**src/rtl/eb3_pkg.sv**
```systemverilog
// eb3_pkg: command codes, HDLC constants and transmitter state encoding
package eb3_pkg;
    localparam logic [7:0] CMD_DATA  = 8'h00;
    localparam logic [7:0] CMD_EOF   = 8'h01;
    localparam logic [7:0] CMD_ABORT = 8'h02;
    localparam logic [7:0] CMD_NOP   = 8'hFF;
    localparam logic [7:0] HDLC_FLAG = 8'h7E;
    localparam logic [15:0] CRC_POLY = 16'h8408;
    localparam logic [15:0] CRC_INIT = 16'hFFFF;
    typedef enum logic [2:0] {S_IDLE, S_OPEN, S_DATA, S_CRC, S_CLOSE, S_ABORT} state_t;
endpackage

```
**src/rtl/hdlc_tx_if.sv**
```systemverilog
// hdlc_tx_if: word request/strobe handshake between the SPI master and the HDLC transmitter
interface hdlc_tx_if;
    logic        tx_request;
    logic [15:0] tx_data;
    logic        tx_strobe;
    modport master(input tx_request, output tx_data, tx_strobe);
    modport slave(output tx_request, input tx_data, tx_strobe);
endinterface

```
**src/rtl/crc16_serial.sv**
```systemverilog
// crc16_serial: bit-serial reflected CRC-16/X-25 register
module crc16_serial
    import eb3_pkg::*;
(
    input  logic        clk,
    input  logic        reset,
    input  logic        init,
    input  logic        en,
    input  logic        din,
    output logic [15:0] crc
);
    always_ff @(posedge clk or posedge reset)
        if (reset)
            crc <= CRC_INIT;
        else if (init)
            crc <= CRC_INIT;
        else if (en)
            crc <= (crc >> 1) ^ ((crc[0] ^ din) ? CRC_POLY : 16'h0000);
endmodule

```
**src/rtl/hdlc_tx.sv**
```systemverilog
// hdlc_tx: HDLC framer fed word-by-word from SPI; flags, zero-bit stuffing and CRC-16 on a synchronised line clock
module hdlc_tx
    import eb3_pkg::*;
(
    input  logic       clk,
    input  logic       reset,
    input  logic       line_clk,
    hdlc_tx_if.slave   spi,
    output logic       txd,
    output logic       tx_en,
    output logic       underrun
);
    logic [2:0]  lsync;
    logic        tick;
    logic        hold_full, armed;
    logic [15:0] hold;
    logic        cmd_ok, take, take_ok, eff_full, boundary, consume, full_n, armed_n;
    logic [15:0] eff;
    logic [7:0]  eff_cmd;
    state_t      state;
    logic [3:0]  bcnt;
    logic [2:0]  ones;
    logic [7:0]  shreg;
    logic [15:0] crc;
    logic        stuff;

    always_ff @(posedge clk or posedge reset)
        if (reset)
            lsync <= 3'b000;
        else
            lsync <= {lsync[1:0], line_clk};
    assign tick = lsync[2] & ~lsync[1];

    // A word strobed on the same cycle as a decision is used directly, as if already held
    assign cmd_ok   = spi.tx_data[15:8] inside {CMD_DATA, CMD_EOF, CMD_ABORT};
    assign take     = spi.tx_strobe & spi.tx_request;
    assign take_ok  = take & cmd_ok;
    assign eff_full = hold_full | take_ok;
    assign eff      = hold_full ? hold : spi.tx_data;
    assign eff_cmd  = eff[15:8];
    assign stuff    = ones == 3'd5;
    assign boundary = tick && state == S_DATA && !stuff && bcnt == 4'd7;
    assign consume  = eff_full && ((tick && state == S_IDLE) || boundary);
    assign full_n   = eff_full & ~consume;
    assign armed_n  = ~spi.tx_strobe | (armed & ~take);

    always_ff @(posedge clk or posedge reset)
        if (reset) begin
            hold_full      <= 1'b0;
            hold           <= 16'h0000;
            armed          <= 1'b0;
            spi.tx_request <= 1'b0;
        end else begin
            hold_full      <= full_n;
            armed          <= armed_n;
            spi.tx_request <= ~full_n & armed_n;
            if (take_ok)
                hold <= spi.tx_data;
        end

    crc16_serial u_crc (
        .clk  (clk),
        .reset(reset),
        .init (tick && state == S_OPEN),
        .en   (tick && state == S_DATA && !stuff),
        .din  (shreg[0]),
        .crc  (crc)
    );

    always_ff @(posedge clk or posedge reset)
        if (reset) begin
            state    <= S_IDLE;
            bcnt     <= 4'd0;
            ones     <= 3'd0;
            shreg    <= 8'h00;
            txd      <= 1'b1;
            tx_en    <= 1'b0;
            underrun <= 1'b0;
        end else begin
            underrun <= 1'b0;
            if (tick) begin
                case (state)
                    S_IDLE: begin
                        tx_en <= 1'b0;
                        txd   <= 1'b1;
                        bcnt  <= 4'd0;
                        if (eff_full && eff_cmd == CMD_DATA) begin
                            state <= S_OPEN;
                            shreg <= eff[7:0];
                        end
                    end
                    S_OPEN: begin
                        tx_en <= 1'b1;
                        txd   <= HDLC_FLAG[bcnt[2:0]];
                        ones  <= 3'd0;
                        bcnt  <= bcnt == 4'd7 ? 4'd0 : bcnt + 4'd1;
                        if (bcnt == 4'd7)
                            state <= S_DATA;
                    end
                    S_DATA:
                        if (stuff) begin
                            txd  <= 1'b0;
                            ones <= 3'd0;
                        end else begin
                            txd   <= shreg[0];
                            ones  <= shreg[0] ? ones + 3'd1 : 3'd0;
                            shreg <= shreg >> 1;
                            bcnt  <= bcnt == 4'd7 ? 4'd0 : bcnt + 4'd1;
                            if (bcnt == 4'd7) begin
                                if (!eff_full) begin
                                    state    <= S_ABORT;
                                    underrun <= 1'b1;
                                end else if (eff_cmd == CMD_DATA)
                                    shreg <= eff[7:0];
                                else
                                    state <= eff_cmd == CMD_EOF ? S_CRC : S_ABORT;
                            end
                        end
                    S_CRC:
                        if (stuff) begin
                            txd  <= 1'b0;
                            ones <= 3'd0;
                        end else begin
                            txd   <= ~crc[bcnt];
                            ones  <= ~crc[bcnt] ? ones + 3'd1 : 3'd0;
                            bcnt  <= bcnt + 4'd1;
                            if (bcnt == 4'd15)
                                state <= S_CLOSE;
                        end
                    S_CLOSE:
                        if (stuff) begin
                            txd  <= 1'b0;
                            ones <= 3'd0;
                        end else begin
                            txd  <= HDLC_FLAG[bcnt[2:0]];
                            bcnt <= bcnt + 4'd1;
                            if (bcnt == 4'd7)
                                state <= S_IDLE;
                        end
                    S_ABORT: begin
                        txd  <= 1'b1;
                        bcnt <= bcnt + 4'd1;
                        if (bcnt == 4'd7)
                            state <= S_IDLE;
                    end
                    default: state <= S_IDLE;
                endcase
            end
        end
endmodule

```
**src/flat_wrapper.sv**
```systemverilog
// flat-port wrapper written by rule: the top's interface ports become plain ports
module hdlc_tx_flat import eb3_pkg::*;
  (clk, reset, line_clk, txd, tx_en, underrun, spi_tx_request, spi_tx_data, spi_tx_strobe);
  hdlc_tx_if spi_i ();
  input  logic clk;
  input  logic reset;
  input  logic line_clk;
  output logic txd;
  output logic tx_en;
  output logic underrun;
  output wire logic [$bits(spi_i.tx_request)-1:0] spi_tx_request;
  input wire logic [$bits(spi_i.tx_data)-1:0] spi_tx_data;
  input wire logic [$bits(spi_i.tx_strobe)-1:0] spi_tx_strobe;
  assign spi_tx_request = spi_i.tx_request;
  assign spi_i.tx_data = spi_tx_data;
  assign spi_i.tx_strobe = spi_tx_strobe;
  hdlc_tx u_core (.clk(clk), .reset(reset), .line_clk(line_clk), .spi(spi_i), .txd(txd), .tx_en(tx_en), .underrun(underrun));
endmodule
```
**config.mk**
```make
export PLATFORM = sky130hd
export DESIGN_NAME = hdlc_tx_flat
export DESIGN_NICKNAME = d
export VERILOG_FILES = /design/src/rtl/eb3_pkg.sv /design/src/rtl/hdlc_tx_if.sv /design/src/rtl/crc16_serial.sv /design/src/rtl/hdlc_tx.sv /design/src/flat_wrapper.sv
export SDC_FILE = /design/constraint.sdc
export NUM_CORES = 1
export LEC_CHECK = 0
export ABC_AREA = 0
export BUFFER_PORTS_ARGS = -buffer_cell sky130_fd_sc_hd__buf_2
export CAP_MARGIN = 25
export CELL_PAD_IN_SITES_DETAIL_PLACEMENT = 0
export CELL_PAD_IN_SITES_GLOBAL_PLACEMENT = 1
export CORE_MARGIN = 5
export CORE_UTILIZATION = 49
export CTS_BUF_LIST = sky130_fd_sc_hd__clkbuf_8 sky130_fd_sc_hd__clkbuf_16
export DETAILED_ROUTE_END_ITERATION = 10
export PLACE_DENSITY_LB_ADDON = 0.1
export SLEW_MARGIN = 20
export SYNTH_ARGS = -nofsm -noshare
export SYNTH_HDL_FRONTEND = slang
export SYNTH_SLANG_ARGS = --single-unit
```
**constraint.sdc**
```tcl
create_clock -name clk -period 3.6 [get_ports clk]
set_clock_uncertainty 0.2 [all_clocks]
set_input_delay 0.18 -clock clk [delete_from_list [all_inputs] [get_ports clk]]
set_output_delay 0.18 -clock clk [all_outputs]
set_load 0.1 [all_outputs]
```
==> impl_metrics.py, run 1 <==
metrics = {
    "outcome": {
        "status": "finished clean",
    },
    "worst_setup_path": {
        "critPathMaxStageDelay_ns": 0.74,
        "path_max_fanout": 8,
        "startpoint_type": "flip-flop",
        "path_cells": "ha_1 > nand2_1 > o21ai_0 > a221oi_1 > a21boi_0 > o21ai_0",
        "slowest_stage": "a221oi_1",
        "cpMostUsedCell": "o21ai_0",
        "cp.required_ns": 3.62,
        "cp.arrival_ns": 2.36,
        "end_kind": "flip-flop",
        "crit_type": "flip-flop to flip-flop",
        "rrSetupSlack_ns": 1.26,
    },
    "die": {
        "core.rowCount": 29,
        "die_x_um": 89.7,
        "coreArea_mm2": 0.00628,
        "pin_count": 24,
        "die-area_mm2": 0.00804,
        "initial_core_util_pct": 49.5,
        "die_h_um": 89.7,
    },
    "logic_synthesis": {
        "yosysSeqAreaShare_pct": 48.2,
        "synth_area_mm2": 0.00311,
        "ys.flop_type": "dfrtp_1",
        "syn_nets": 325,
        "syn_inst": 301,
        "syn_area_per_cell_um2": 10.3,
        "yosys_warnings": 0,
        "synth-seq-cells": 59,
        "ys_async_sr_fraction_pct": 100,
        "ys_types": 54,
        "synth_edf_count": 0,
    },
    "sta": {
        "period_needed_ns": 2.34,
        "final_max_slew_viol_count": 0,
        "fin_crit_sh_pct": 65.1,
        "totalNegativeSetupSlack_ns": 0,
        "hold_viol": 0,
        "fmax_mhz": 427,
        "worstMarginPinSlew_ns": 0.849,
        "maxSlewHeadroom_pct": 43.4,
        "grt_setup_unrepaired": "no",
        "setup_viol_count_final": 0,
    },
    "clock_network": {
        "clock_latency_ns": 0.34,
        "cts_tree": "yes",
        "cts_sinks": 59,
        "cts_buffer_depth": 2,
        "cts_made_buffers": 9,
        "cts_root_buf": "clkbuf_8",
        "htreeDepth": 3,
        "clkSlewWorstSetupHoldPaths_ns": 0.07,
    },
    "detailed_routing": {
        "via_per_inst": 5.62,
        "wl_per_cell_um": 15.1,
        "drt_wl_total_mm": 6.29,
        "drtPass1Iterations": 4,
        "ant_nets": 0,
        "vias": 2343,
        "drt-initial-drc-count": 122,
        "drc": 0,
    },
    "final_layout": {
        "final_nets": 359,
        "drive_above_1_share_pct": 26.5,
        "n_antenna_cell": 0,
        "fill_cells": 547,
        "syn2layout_area_growth_pct": 15.7,
    },
    "power_and_ir_drop": {
        "power.switching_w": 0.000982,
        "combPwrFrac_pct": 33.2,
        "leakagePower_nw": 1.60,
        "p_sw_share_pct": 37.6,
        "p_seq_share_pct": 45.3,
        "internal-power_w": 0.00163,
        "p_clk_share_pct": 21.5,
        "peakVddDrop_mv": 0.344,
        "total_power_w": 0.00261,
        "power.density_mw_per_mm2": 726,
    },
    "grt": {
        "grt_overflow": 0,
        "groute.usage.overall_pct": 18.0,
        "grt_use_met3_pct": 3.65,
        "top_usage_layer": "met2",
        "gr-usage-met2_pct": 27.4,
        "antenna_found_initial": 0,
        "grt_pass1_wl_mm": 11.0,
        "gr-usage-met1_pct": 24.9,
        "grt_max_degree": 38,
        "first_global_vias": 2291,
    },
    "placement": {
        "port_buffers": 23,
        "gp_congestion": 0.783,
        "hpwl_mm": 4.38,
    },
    "job": {
        "maxCapViolCount": 0,
    },
    "min_path": {
        "hold_path.class": "flip-flop to flip-flop",
    },
}
==> cell usage in the layout, fill, tap and decap left out, drive strengths merged, types with 3 or more instances in the layout <==
cell type / netlist / layout
or3: 3 / 3
o31ai: 7 / 7
xnor2: 3 / 3
clkbuf: 12 / 11
dfstp: 17 / 17
a221oi: 4 / 4
ha: 4 / 4
nand3: 27 / 27
nor2: 12 / 12
o211ai: 5 / 5
mux2i: 6 / 6
and3: 3 / 3
nor3b: 8 / 8
o21ai: 15 / 15
o22a: 4 / 4
inv: 14 / 15
dfrtp: 42 / 42
buf: 4 / 26
nor2b: 4 / 4
nand2b: 4 / 4
nand2: 29 / 29
dlygate4sd3: 0 / 13
mux2: 18 / 18
and2: 8 / 8
clkinv: 0 / 3
a21oi: 17 / 17
==> final cells by class <==
class                           instances  area [um2]  area share, %
Clock buffer                           11         163           4.52
Clock inverter                          5        26.3          0.731
Inverter                               14        52.6           1.46
Multi-Input combinational cell        212        1490           41.5
Sequential cell                        59        1500           41.6
Tap cell                               77        96.3           2.68
Timing Repair Buffer                   39         268           7.45
==> Yosys cell counts, types with 4 or more instances <==
library cell,count,area [um2]
o21ai_0,15,75.1
o211ai_1,4,30.0
nor2b_1,4,25.0
and2_1,6,37.5
mux2i_1,6,60.1
mux2_2,17,191
a221oi_1,4,35.0
nand3_1,27,135
nand2_1,29,109
nor3b_1,8,60.1
nand2b_1,4,25.0
inv_1,14,52.6
dfrtp_1,42,1050
nor2_1,12,45.0
clkbuf_1,12,45.0
ha_1,4,50.1
a21oi_1,16,80.1
dfstp_2,17,447
o22a_1,4,35.0
o31ai_1,7,52.6
==> state kept, by name, indices dropped and copies added (netlist names), 3 cells and up <==
register / count
u_core.hold: 16
u_core.u_crc.crc: 16
u_core.shreg: 8
u_core.bcnt: 4
u_core.lsync: 3
u_core.ones: 3
u_core.state: 3
==> kinds of logic (layout without fill, tap and decap cells) <==
group / Yosys count / in the layout / share of synthesized area [%]
multiplexers: 26 / 26 / 10.0
buffers and inverters: 30 / 69 / 3.98
AO/OA/AOI/OAI: 65 / 65 / 14.3
flip-flops: 59 / 59 / 48.2
XOR/XNOR: 4 / 4 / 1.13
AND/OR/NAND/NOR: 112 / 112 / 20.5
adder cells (fa/ha/maj): 5 / 5 / 1.93
==> what timing repair did <==
item	CTS	global route
hold buffers	13	0
endpoints found under the hold margin	35	0
gates resized for setup	0	0
setup buffers	0	0
setup endpoints to repair	0	0
==> metrics by stage <==
step           cell area [um2]  hold WS [ns]  instances  worst slack, ns  util [%]
4_1_cts                   3600         0.183        417             1.23      57.3
5_1_grt                   3600         0.193        417            0.979      57.3
2_1_floorplan             3110        0.0114        301            0.925         -
6_report                  3600         0.172        417             1.26      57.3
3_5_place_dp              3280        0.0265        388             1.23      52.2
3_3_place_gp              3280        0.0248        388             1.20      52.2
==> worst max-delay path: cells and delay by family (launching register included) <==
kind / cells / cell delay [ns]
AOI/OAI and AO/OA: 4 / 1.19
adders and majority gates: 1 / 0.23
DFF: 1 / 0.41
and+or+nand+nor: 1 / 0.20
==> routing by layer <==
metal	vias to the layer above	part of all wire (%)	routed length (um)
li1	1154	-	-
met1	1144	48	3030
met2	39	48	3000
met3	6	2.8	178
met4	0	1.4	86
met5	-	0	0
==> power groups by stage <==
| stage | Sequential [W] | Clock, W | Combinational [W] |
|---|---|---|---|
| global placement | 0.00119 | 0 | 0.000852 |
| CTS | 0.00119 | 0.000579 | 0.000875 |
| global route | 0.00122 | 0.000614 | 0.000977 |
| detailed placement | 0.00120 | 0 | 0.000860 |
| finish | 0.00118 | 0.000561 | 0.000867 |
| floorplan | 0.00118 | 0 | 0.000692 |
==> final timing paths <==
kind,to,cells after the start,start
max,u_core.bcnt[3],6,u_core.ones[0]
min,u_core.lsync[1],0,u_core.lsync[0]
max reg2reg,u_core.bcnt[3],6,u_core.ones[0]
min reg2reg,u_core.lsync[1],0,u_core.lsync[0]
max in group asynchronous,u_core.ones[0],4,reset
min in group asynchronous,u_core.bcnt[1],3,reset
Note: power is estimated with default switching activity, not from simulation.
==> inputs of run 2 (changes only) <==
--- a/config.mk
+++ b/config.mk
@@ -11,7 +11,7 @@
 export CELL_PAD_IN_SITES_DETAIL_PLACEMENT = 0
 export CELL_PAD_IN_SITES_GLOBAL_PLACEMENT = 1
 export CORE_MARGIN = 5
-export CORE_UTILIZATION = 49
+export CORE_UTILIZATION = 47
 export CTS_BUF_LIST = sky130_fd_sc_hd__clkbuf_8 sky130_fd_sc_hd__clkbuf_16
 export DETAILED_ROUTE_END_ITERATION = 10
 export PLACE_DENSITY_LB_ADDON = 0.1
==> constraint.sdc (replaced) <==
create_clock -name clk -period 2.4 [get_ports clk]
set_clock_uncertainty 0.2 [all_clocks]
set_input_delay 0.12 -clock clk [delete_from_list [all_inputs] [get_ports clk]]
set_output_delay 0.12 -clock clk [all_outputs]
set_load 0.1 [all_outputs]
==> run 2 against run 1 <==
Effect of this change:
- utilization increased by 1.2 points
- cell area increased by 3.8%
- critical path type unchanged
- hold slack got worse by 0.017 ns
- total power is 57% higher
- largest power group unchanged
- final cell count is 3.1% higher
- via count decreased by 1.2%
- clock power rose by 70%
==> impl_metrics.py, run 2 (synthesis results as in run 1) <==
metrics = {
    "final_layout": {
        "reg_top3": "u_core.hold: 16 flops, u_core.u_crc.crc: 16 flops, u_core.shreg: 8 flops",
        "finish.utilization_pct": 58.4,
        "syn2layout_area_growth_pct": 20.0,
        "final_common_cell": "dfrtp_1",
        "finish.instance_area_mm2": 0.00373,
        "final_nets": 372,
        "n_antenna_cell": 0,
        "drive_above_1_share_pct": 30.0,
        "final_cell_mix": "40 x dfrtp_1, 29 x nand2_1, 27 x nand3_1, 23 x buf_2",
    },
    "sta": {
        "hold_viol": 0,
        "setup_viol_count_final": 0,
        "maxSlewHeadroom_pct": 63.6,
        "grt_setup_unrepaired": "no",
        "fin_crit_sh_pct": 90.6,
        "totalNegativeSetupSlack_ns": 0,
        "worstMarginPinSlew_ns": 0.545,
        "period_needed_ns": 2.17,
        "hold_slack_ns": 0.155,
        "fmax_mhz": 460,
        "final_max_slew_viol_count": 0,
    },
    "grt": {
        "grt_max_degree": 36,
        "grt_overflow": 0,
        "antenna_found_initial": 0,
        "first_global_vias": 2302,
        "groute.usage.overall_pct": 16.5,
        "grt_pass1_wl_mm": 11.1,
    },
    "clock_network": {
        "cts_setup_buffers": 0,
        "clkSlewWorstSetupHoldPaths_ns": 0.07,
        "htreeDepth": 3,
        "cts_tree": "yes",
        "cts_sinks": 59,
        "clock_latency_ns": 0.34,
        "cts_made_buffers": 9,
        "cts_root_buf": "clkbuf_8",
        "cts_buffer_depth": 2,
    },
    "placement": {
        "port_buffers": 23,
        "place_area_mm2": 0.00339,
        "hpwl_mm": 4.60,
        "gp_congestion": 0.819,
    },
    "worst_setup_path": {
        "regToRegStartpoint": "u_core.bcnt[1]",
        "cpMostUsedCell": "or2_2",
        "cp_num_buf_inv": 0,
        "startpoint": "u_core.bcnt[1]",
        "crit_family": "simple AND/OR/NAND/NOR gates",
        "slowest_stage": "dfrtp_1",
        "path_max_fanout": 7,
        "end_kind": "flip-flop",
        "critPathMaxStageDelay_ns": 0.47,
        "crit_type": "flip-flop to flip-flop",
        "cp.required_ns": 2.41,
        "rrSetupSlack_ns": 0.23,
        "cp.arrival_ns": 2.18,
        "path_cells": "ha_1 > nand3b_1 > or2_2 > a311oi_1 > or2_2 > o211ai_1",
        "startpoint_type": "flip-flop",
    },
    "power_and_ir_drop": {
        "power.density_mw_per_mm2": 1100,
        "leakagePower_nw": 1.67,
        "total_power_w": 0.00411,
        "peakVddDrop_mv": 0.712,
    },
    "detailed_routing": {
        "ant_nets": 0,
        "drt_wl_total_mm": 6.43,
        "wl_per_cell_um": 15.0,
        "via_per_inst": 5.38,
        "drc": 0,
        "vias": 2315,
        "drtPass1Iterations": 6,
        "drt-initial-drc-count": 90,
    },
    "die": {
        "die_h_um": 91.3,
        "coreArea_mm2": 0.00639,
        "die-area_mm2": 0.00834,
        "initial_core_util_pct": 48.7,
        "die_x_um": 91.3,
        "pin_count": 24,
        "core.rowCount": 29,
    },
    "min_path": {
        "hold_path.class": "flip-flop to flip-flop",
        "min_from": "u_core.lsync[0]",
    },
    "job": {
        "maxCapViolCount": 0,
    },
    "outcome": {
        "status": "finished clean",
    },
}
## run 2: cell types whose count changed in the layout (fill, tap and decap cells not counted)
cell / before / now
clkinv_2: 3 / 2
dfrtp_2: 0 / 2
inv_1: 14 / 13
dfrtp_1: 42 / 40
buf_12: 0 / 1
clkbuf_8: 10 / 12
buf_4: 3 / 15
clkbuf_16: 1 / 0
bufinv_16: 0 / 1
## run 2: final timing paths
check                      depth (start not counted)               endpoint
setup / recovery                                   6        u_core.state[1]
hold / removal                                     0        u_core.lsync[1]
setup reg to reg                                   6        u_core.state[1]
hold reg to reg                                    0        u_core.lsync[1]
max in group asynchronous                          4  u_core.spi.tx_request
min in group asynchronous                          3         u_core.bcnt[2]
## run 2: repair_timing
| item | CTS | global route |
|---|---|---|
| gates resized for setup | 0 | 1 |
| hold buffers | 13 | 0 |
| hold endpoints to repair | 38 | 0 |
| endpoints found under the setup margin | 0 | 1 |
## run 2: area by class of cell
| cell class | instances | area [um2] |
|---|---|---|
| Fill cell | 549 | 2650 |
| Sequential cell | 59 | 1500 |
| Multi-Input combinational cell | 212 | 1490 |
| Timing Repair Buffer | 52 | 378 |
| Clock buffer | 12 | 165 |
| Tap cell | 77 | 96.3 |
| Inverter | 14 | 52.6 |
| Clock inverter | 4 | 47.5 |
## run 2: stage by stage
stage | setup WS, ns | std cells
global route | 0.0620 | 430
finish | 0.226 | 430
CTS | 0.189 | 430
global placement | 0.270 | 401
floorplan | 0.0297 | 301
detailed placement | 0.213 | 401
## run 2: per-layer routing
metal	track usage, %	vias to the layer above	share of wire [%]
met5	0	-	0
li1	-	1181	-
met3	5.12	7	3.8
met4	5.38	0	1.4
met1	23.5	1096	49
met2	24.0	31	46
## run 2: power by group
| group | switching, W | total (W) | internal [W] | leakage, nW |
|---|---|---|---|---|
| clock | 0.000394 | 0.000954 | 0.000561 | 0.108 |
| combinational | 0.000806 | 0.00144 | 0.000638 | 0.840 |
| sequential | 0.000298 | 0.00171 | 0.00141 | 0.721 |
| total | 0.00150 | 0.00411 | 0.00261 | 1.67 |
==> inputs of run 3 (changes only) <==
--- a/config.mk
+++ b/config.mk
@@ -14,6 +14,7 @@
 export CORE_UTILIZATION = 47
 export CTS_BUF_LIST = sky130_fd_sc_hd__clkbuf_8 sky130_fd_sc_hd__clkbuf_16
 export DETAILED_ROUTE_END_ITERATION = 10
+export GPL_TIMING_DRIVEN = 0
 export PLACE_DENSITY_LB_ADDON = 0.1
 export SLEW_MARGIN = 20
 export SYNTH_ARGS = -nofsm -noshare
==> run 3 against run 2 <==
Effect of this change:
- total power down 1.2%
- critical path depth is 1 higher
- setup slack got worse by 0.12 ns
- via count increased by 3.3%
- hold slack got worse by 0.067 ns
- global-route usage increased by 0.32 points
- critical path type unchanged
- largest cell class unchanged
- largest power group unchanged
==> impl_metrics.py, run 3 (synthesis results as in run 1) <==
metrics = {
    "sta": {
        "final_max_slew_viol_count": 0,
        "totalNegativeSetupSlack_ns": 0,
        "fin_crit_sh_pct": 95.8,
        "period_needed_ns": 2.30,
        "setup_viol_count_final": 0,
        "grt_setup_unrepaired": "no",
        "fmax_mhz": 435,
        "worstMarginPinSlew_ns": 0.549,
        "hold_viol": 0,
        "maxSlewHeadroom_pct": 63.4,
    },
    "job": {
        "maxCapViolCount": 0,
    },
    "final_layout": {
        "syn2layout_area_growth_pct": 18.9,
        "final_common_cell": "dfrtp_1",
        "final_cell_mix": "40 x dfrtp_1, 29 x nand2_1, 27 x nand3_1, 25 x buf_2",
        "reg_top3": "u_core.hold: 16 flops, u_core.u_crc.crc: 16 flops, u_core.shreg: 8 flops",
        "fill_cells": 575,
        "finish.utilization_pct": 57.9,
        "final_nets": 374,
        "n_antenna_cell": 0,
        "drive_above_1_share_pct": 26.8,
    },
    "worst_setup_path": {
        "cp.arrival_ns": 2.33,
        "regToRegStartpoint": "u_core.hold_full",
        "crit_type": "flip-flop to flip-flop",
        "startpoint_type": "flip-flop",
        "r2r_end": "u_core.shreg[7]",
        "path_max_fanout": 10,
        "end_kind": "flip-flop",
        "cp.required_ns": 2.43,
        "ff2ff_path_depth": 7,
        "rrSetupSlack_ns": 0.10,
    },
    "detailed_routing": {
        "via_per_inst": 5.53,
        "drt_wl_total_mm": 6.49,
        "drtPass1Iterations": 4,
        "drc": 0,
        "drt-initial-drc-count": 106,
        "wl_per_cell_um": 15.0,
        "ant_nets": 0,
        "vias": 2391,
    },
    "placement": {
        "gp_congestion": 0.817,
        "port_buffers": 23,
        "hpwl_mm": 4.65,
    },
    "clock_network": {
        "cts_root_buf": "clkbuf_8",
        "clkSlewWorstSetupHoldPaths_ns": 0.07,
        "cts_sinks": 59,
        "clock_latency_ns": 0.34,
        "cts_buffer_depth": 2,
        "htreeDepth": 3,
        "cts_made_buffers": 9,
        "cts_tree": "yes",
    },
    "grt": {
        "first_global_vias": 2370,
        "antenna_found_initial": 0,
        "groute.usage.overall_pct": 16.8,
        "grt_pass1_wl_mm": 11.2,
        "grt_overflow": 0,
        "grt_max_degree": 37,
    },
    "die": {
        "die_x_um": 91.3,
        "core.rowCount": 29,
        "die_h_um": 91.3,
        "pin_count": 24,
        "coreArea_mm2": 0.00639,
        "initial_core_util_pct": 48.7,
        "die-area_mm2": 0.00834,
    },
    "power_and_ir_drop": {
        "power.density_mw_per_mm2": 1100,
        "peakVddDrop_mv": 0.658,
        "leakagePower_nw": 1.65,
    },
    "outcome": {
        "status": "finished clean",
    },
    "min_path": {
        "hold_path.class": "primary input to asynchronous set/reset pin",
    },
}
[run 3: stage by stage]
stage	cell area (um2)	setup WS, ns	hold slack [ns]	total power (W)	instances
after floorplan	3110	0.0297	-0.0486	0.00280	301
after global placement	3320	-0.302	0.0287	0.00311	401
after detailed placement	3340	0.0237	-0.0876	0.00315	402
after CTS	3670	0.0193	0.0907	0.00409	431
after global routing	3700	0.000762	0.115	0.00437	432
final	3700	0.101	0.0873	0.00406	432
[run 3: worst max-delay path, cell delays in order, from the launching register on]
cell and delay [ns]:
dfrtp_1 0.43, buf_4 0.23, mux2_2 0.38, a21oi_2 0.18, o211ai_4 0.15, and2_4 0.20, buf_6 0.13, mux2_4 0.29
[run 3: how the worst max path moves through the flow]
stage,from,endpoint,slack (ns)
floorplan,u_core.spi.tx_request,u_core.shreg[7],0.03
global placement,reset,u_core.spi.tx_request,-0.30
detailed placement,u_core.hold_full,u_core.shreg[7],0.02
CTS,u_core.hold_full,u_core.shreg[7],0.02
global route,u_core.ones[1],u_core.spi.tx_request,0.0008
finish,u_core.hold_full,u_core.shreg[7],0.10
[run 3: area by class of cell]
cell class              count  area (um2)  share of cell area, %
clock inverters             5        46.3                   1.25
clock buffers              11         151                   4.09
flip-flops and latches     59        1500                   40.6
multi-input cells         212        1500                   40.6
repair buffers             38         273                   7.38
well taps                  77        96.3                   2.61
plain buffers              16        75.1                   2.03
inverters                  14        55.1                   1.49
[run 3: what timing repair did]
action,4_1_cts,5_1_grt
gates resized for setup,0,7
endpoints found under the hold margin,56,0
hold buffers,13,0
buffers inserted,0,1
setup endpoints to repair,0,10
[run 3: metal layers]
layer / track usage [%] / part of all wire (%) / wire length, um / up-vias
met2: 26.1 / 47 / 3070 / 40
li1: - / - / - / 1186
met5: 0 / 0 / 0 / -
met4: 7.82 / 2.0 / 128 / 0
met3: 4.21 / 3.7 / 241 / 10
met1: 22.1 / 47 / 3050 / 1155
[run 3: power by group]
group / total (W) / internal [W] / switching (W)
Combinational: 0.00147 / 0.000612 / 0.000862
Clock: 0.000907 / 0.000523 / 0.000384
Sequential: 0.00168 / 0.00142 / 0.000261
